$ cat src/rtl/nes_bus_pkg.sv
// Shared CPU-bus definitions: register addresses, RAM window and the OAM DMA state encoding.
package nes_bus_pkg;

    localparam logic [15:0] OAM_DMA_ADDR  = 16'h4014;
    localparam logic [15:0] OAM_DATA_ADDR = 16'h2004;

    localparam logic [15:0] RAM_START = 16'h0000;
    localparam logic [15:0] RAM_SIZE  = 16'h2000;

    typedef enum logic [2:0] {
        DMA_IDLE  = 3'd0,
        DMA_HALT  = 3'd1,
        DMA_ALIGN = 3'd2,
        DMA_READ  = 3'd3,
        DMA_WRITE = 3'd4
    } dma_state_t;

endpackage

$ cat src/rtl/oam_dma_controller.sv
// Sprite DMA: on a CPU write to the trigger address, halts the CPU and copies one
// 256-byte page into OAM, alternating reads of {page, index} with writes to the OAM data port.
module oam_dma_controller
    import nes_bus_pkg::*;
#(
    parameter logic [15:0] DMA_TRIGGER_ADDR = OAM_DMA_ADDR,
    parameter logic [15:0] DMA_TARGET_ADDR  = OAM_DATA_ADDR
) (
    input  logic        dma_clk_in,
    input  logic        dma_reset_in,
    input  logic        dma_tick_in,
    input  logic [15:0] cpu_address_in,
    input  logic [7:0]  cpu_data_in,
    input  logic        cpu_write_in,
    output logic        dma_halt_out,
    output logic [15:0] dma_address_out,
    output logic        dma_read_out,
    output logic        dma_write_out,
    input  logic [7:0]  dma_data_in,
    output logic [7:0]  dma_data_out,
    output logic [15:0] debug_out
);

    dma_state_t state;
    logic       parity;
    logic [7:0] index;
    logic [7:0] page;
    logic [7:0] latch;
    logic       read_pending;

    always_ff @(posedge dma_clk_in) begin
        if (dma_reset_in) begin
            state        <= DMA_IDLE;
            parity       <= 1'b0;
            index        <= 8'h00;
            page         <= 8'h00;
            latch        <= 8'h00;
            read_pending <= 1'b0;
        end else begin
            // RAM data arrives one clock after the read strobe
            read_pending <= dma_read_out;
            if (read_pending)
                latch <= dma_data_in;

            if (dma_tick_in) begin
                parity <= ~parity;
                case (state)
                    DMA_IDLE: begin
                        if (cpu_write_in && cpu_address_in == DMA_TRIGGER_ADDR) begin
                            state <= DMA_HALT;
                            page  <= cpu_data_in;
                            index <= 8'h00;
                        end
                    end
                    // Reads must land on parity 0; insert one ALIGN tick when needed
                    DMA_HALT:  state <= parity ? DMA_READ : DMA_ALIGN;
                    DMA_ALIGN: state <= DMA_READ;
                    DMA_READ:  state <= DMA_WRITE;
                    DMA_WRITE: begin
                        index <= index + 8'd1;
                        state <= (index == 8'hFF) ? DMA_IDLE : DMA_READ;
                    end
                    default:   state <= DMA_IDLE;
                endcase
            end
        end
    end

    always_comb begin
        dma_address_out = 16'h0000;
        case (state)
            DMA_READ:  dma_address_out = {page, index};
            DMA_WRITE: dma_address_out = DMA_TARGET_ADDR;
            default:   dma_address_out = 16'h0000;
        endcase
    end

    assign dma_halt_out  = (state != DMA_IDLE);
    assign dma_read_out  = dma_tick_in && (state == DMA_READ);
    assign dma_write_out = dma_tick_in && (state == DMA_WRITE);
    assign dma_data_out  = latch;
    assign debug_out     = {state[1:0], 2'b00, parity, 3'b000, index};

endmodule

$ cat config.mk
export PLATFORM = sky130hd
export DESIGN_NAME = oam_dma_controller
export DESIGN_NICKNAME = d
export VERILOG_FILES = /design/src/rtl/nes_bus_pkg.sv /design/src/rtl/oam_dma_controller.sv
export SDC_FILE = /design/constraint.sdc
export NUM_CORES = 1
export LEC_CHECK = 0
export CORE_UTILIZATION = 42
export DETAILED_ROUTE_END_ITERATION = 7
export PLACE_DENSITY_LB_ADDON = 0.15
export RECOVER_POWER = 50
export SYNTH_ARGS = -nofsm -noshare
export SYNTH_HDL_FRONTEND = slang
export SYNTH_SLANG_ARGS = --single-unit
$ cat constraint.sdc
create_clock -name dma_clk_in -period 4.95 [get_ports dma_clk_in]
set_clock_uncertainty 0.1 [all_clocks]
set_input_delay 0.495 -clock dma_clk_in [delete_from_list [all_inputs] [get_ports dma_clk_in]]
set_output_delay 0.495 -clock dma_clk_in [all_outputs]
set_load 0.05 [all_outputs]
Word level (Yosys, flattened, before mapping) --
Index checks and enable logic that the tools add are counted.
Word-level totals: output and inout bits 43, input bits 36, bits in registers 29, logic and storage cells 31
Cells by class: bitwise operators 1, reduce and logical (&&, ||, !) cells 9, mux-type cells 7, add/subtract/negate cells 1, equality and inequality tests 7
Operator list (number):
- $pmux W16 S2 | 1
- $eq A16 B15 Y1 const B | 1
- $pmux W8 S2 | 1
- $pmux W3 S5 | 1
- $add A8 B1 Y8 const B | 1
- $eq A8 B8 Y1 const B | 1
- $mux W8 | 1
- $eq A3 B2 Y1 const B | 2
- $reduce_and A3 Y1 | 2
- $eq A3 B1 Y1 const B | 1
- $eq A3 B3 Y1 const B | 1
- $logic_and A1 B1 Y1 | 3
- $logic_not A3 Y1 | 1
- $mux W3 | 1
- $reduce_bool A3 Y1 | 1
- $mux W2 | 1
- $ne A2 B2 Y1 const B | 1
- $reduce_and A2 Y1 | 1
- $reduce_bool A2 Y1 | 1
- $mux W1 | 1
- $not A1 Y1 | 1

Logic depth before layout (Yosys ltp) --
depth in word-level cells 4, mapped depth 6, gate-level depth less buffers 6

Least setup slack after synthesis --
No wires, ideal clock.
path type register to output, from reg index[6], to out dma_address_out[6], path buffers 0, path slack 2.465 ns, cell stages (with the launch flop) 3, arrival time 1.890 ns, required time 4.355 ns, cell sequence dfxtp_1 > inv_1 > nor3_1
Between the ends: word-level cells in the longest chain between the ends 1
Ends and longest elaborated chain:
- start, declared | line oam_dma_controller.sv:26 | logic [7:0] index;
- start signal, assigned | line oam_dma_controller.sv:60 | index <= index + 8'd1;
- $pmux W16 S2 | line oam_dma_controller.sv:71 | case (state)
- end, declared | line oam_dma_controller.sv:16 | output logic [15:0] dma_address_out,
No other way between the ends.

Final worst setup path --
from reg state[0], to out dma_read_out
Between the ends: word-level cells in the longest chain between the ends 2
Ends and longest elaborated chain:
- start, declared | line oam_dma_controller.sv:24 | dma_state_t state;
- start signal, assigned | line oam_dma_controller.sv:56 | DMA_HALT: state <= parity ? DMA_READ : DMA_ALIGN;
- start signal, assigned | line oam_dma_controller.sv:61 | state <= (index == 8'hFF) ? DMA_IDLE : DMA_READ;
- $eq A3 B2 Y1 | line oam_dma_controller.sv:79 | assign dma_read_out = dma_tick_in && (state == DMA_READ);
- $logic_and A1 B1 Y1 | line oam_dma_controller.sv:79
- end, declared | line oam_dma_controller.sv:17 | output logic dma_read_out,
No other way between the ends.

==> results.sh <==
export IMPL_status="finished clean"
export IMPL_route_met3_wl_um=259
export IMPL_ys_warn_count=0
export IMPL_synth_compound_area_frac=0.0992
export IMPL_rows=21
export IMPL_synth_area_leaders="dfxtp_1 39%, mux2i_1 11%, nor2_1 7.1%"
export IMPL_diodes=0
export IMPL_start_util=0.439
export IMPL_firstDrtPassIters=4
export IMPL_synth_mux_area_frac=0.108
export IMPL_synth_top_family_by_area="simple AND/OR/NAND/NOR gates"
export IMPL_ys_ff_latch=29
export IMPL_p_leak_nw=0.831
export IMPL_rr_endpoint="index[2]"
export IMPL_fin_ws_ps=1650
export IMPL_power_mw=0.427
export IMPL_r2r_start="state[0]"
export IMPL_synth_area_sq_um=1480
export IMPL_worst_setup_path_start_kind="register"
export IMPL_wl_met2_um=2020
export IMPL_hold_depth=2
export IMPL_synthXorXnorAreaFrac=0.0119
export IMPL_placed_cells=278
export IMPL_final_common_cell="clkdlybuf4s50_1"
export IMPL_p_switching_mw=0.112
export IMPL_ctsResizeCount=0
export IMPL_clock_latency_ps=330
export IMPL_post_place_ws_ps=2040
export IMPL_required_ps=4360
export IMPL_routed_wl_um=3890
export IMPL_synth_area_per_cell_sq_um=8.74
export IMPL_clk_pin_slew_ps=110
export IMPL_die_w_um=61.3
export IMPL_synthSimpleGateAreaFrac=0.310
export IMPL_finalWeightedCongestion=0.814
export IMPL_layout_cells_non_filler=286
export IMPL_nFillCells=316
export IMPL_fmax_mhz=303
export IMPL_vdd_drop_max_mv=0.130
export IMPL_async_flop_share=0
export IMPL_overflow=0
export IMPL_dp_hpwl_um=2940
export IMPL_max_slew_worst_pin_slew_ps=1140
export IMPL_grt_pass1_vias=1407
export IMPL_worstPathMaxFanout=15
export IMPL_wl_met1_um=1490
export IMPL_root_buffer="clkbuf_4"
export IMPL_avgViaCountPerCell=5.15
export IMPL_clockPowerShare=0.333
export IMPL_area_growth_pct=51.3
export IMPL_cts_tree="built"
export IMPL_io_pin_count=79
export IMPL_finalNetCount=276
export IMPL_synth_adder_area_share=0.00847
export IMPL_final_core_util=0.664
export IMPL_critical_path_arrival_ps=2710
export IMPL_ys_types=40
export IMPL_path_class="reg2out"
export IMPL_dr_total_vias=1473
export IMPL_grt_pass1_wl_um=6100
export IMPL_powerDensity_nw_per_um2=191
export IMPL_antenna_found_initial=0
export IMPL_hold_class="reg2reg"
export IMPL_netlist_instances=169
export IMPL_seqPwrFrac=0.550
export IMPL_period_needed_ps=3300
export IMPL_pwr_share_comb=0.117
export IMPL_numCtsBuffers=5
export IMPL_worst_r2r_setup_slack_ps=2790
export IMPL_wl_per_cell_um=13.6
export IMPL_fin_crit_sh=0.667
export IMPL_finalSetupViolCount=0
export IMPL_intPower_mw=0.315
export IMPL_final_cell_mix="58 x clkdlybuf4s50_1, 29 x dfxtp_1, 28 x nor2_1"
export IMPL_multi_input_area_sq_um=795
export IMPL_seqCellArea_sq_um=581
export IMPL_rsz0062_at_grt="false"
export IMPL_h_tree_depth=2
export IMPL_finalHoldViolations=0
export IMPL_cp_end_kind="output pin"
export IMPL_grt_max_degree=33
export IMPL_drc_errors=0
export IMPL_cts_sinks=29
export IMPL_synth_top_area_cell="dfxtp_1"
export IMPL_netlist_area_leader_share=0.393
export IMPL_track_usage=0.224
export IMPL_drive_above_1_share=0.0542
export IMPL_ff2ff_path_depth=5
export IMPL_postCtsHoldBufs=0
export IMPL_synth_edf_count=0
export IMPL_dieArea_sq_um=3760
export IMPL_coreArea_sq_um=3360
export IMPL_slew_headroom=0.238
export IMPL_setup_tns_ps=0
export IMPL_report_final_slew_viol_count=0
export IMPL_post_cts_setup_buffers=0
export IMPL_seq_area_frac_synth=0.393
export IMPL_die_h_um=61.3
export IMPL_clockBufferDepth=2
export IMPL_drtIter0Drc=68
export IMPL_maxCapViolCount=0
export IMPL_ant_nets=0
export IMPL_dr_max_layer_used="met4"
export IMPL_synth_top_flop_cell="dfxtp_1"
export IMPL_switching_share=0.262
export IMPL_worstHoldEndpoint="page[6]"
export IMPL_numPortBuffers=73
export IMPL_min_from="page[6]"
-- per-layer routing --
layer | vias up | GRT usage
li1 | 717 | -
met1 | 667 | 0.241
met3 | 14 | 0.0777
met2 | 75 | 0.384
met4 | 0 | 0.127
met5 | - | 0
-- kinds of logic after synthesis --
| family | after synthesis |
|---|---|
| compound gates | 20 |
| xor+xnor | 2 |
| fa+ha+maj | 1 |
| buf+inv | 18 |
| flops | 29 |
| mux | 16 |
| other cells | 1 |
| simple gates | 82 |
-- worst max path at each step --
stage               slack [ps]  cells after the start   startpoint                  to
finish                    1650                      5     state[0]        dma_read_out
global route              1420                      5     state[0]        dma_read_out
CTS                       1650                      5     state[0]        dma_read_out
detailed placement        2040                      5     state[1]        dma_read_out
global placement          2060                      4  dma_tick_in       dma_write_out
floorplan                 2460                      2     index[6]  dma_address_out[6]
-- worst max-delay path, cell delays in order, from the launching register on --
cell,delay [ps]
dfxtp_1,460
nand2_1,140
nor2_1,670
nand2_1,200
inv_1,100
clkdlybuf4s50_1,800
-- registers in the layout, summed over array words and instances (netlist names) --
signal	cells
index	8
state	3
parity	1
dma_data_out	8
page	8
read_pending	1
-- power groups by stage --
stage	Clock [mW]	Sequential, mW	Combinational (mW)
5_1_grt	0.156	0.235	0.0529
4_1_cts	0.146	0.235	0.0520
2_1_floorplan	0	0.240	0.0232
3_5_place_dp	0	0.240	0.0517
6_report	0.142	0.235	0.0502
3_3_place_gp	0	0.240	0.0499
-- cells in the mapped netlist (2+ instances only) --
cell and n:
nand2b_1 2, mux2i_1 16, buf_4 8, nor2_1 28, a311oi_1 5, dfxtp_1 29
o211ai_1 2, a21oi_1 3, clkbuf_1 5, inv_1 4, and2_1 12, nor3_1 3
nand2_1 18, nand3_1 6, and3_1 2, o21ai_0 2
-- final cells by class --
type                            instances  area share
Timing Repair Buffer                   73       0.327
Tap cell                               46      0.0258
Multi-Input combinational cell        126       0.356
Inverter                                4     0.00672
Clock buffer                            5      0.0168
Clock inverter                          3     0.00784
Sequential cell                        29       0.260
-- stage by stage --
stage,area [sq um],hold slack (ps)
2_1_floorplan,1490,352
3_3_place_gp,2200,365
3_5_place_dp,2200,380
4_1_cts,2250,407
5_1_grt,2230,420
6_report,2230,402
Power figures use the tool's default switching activity.
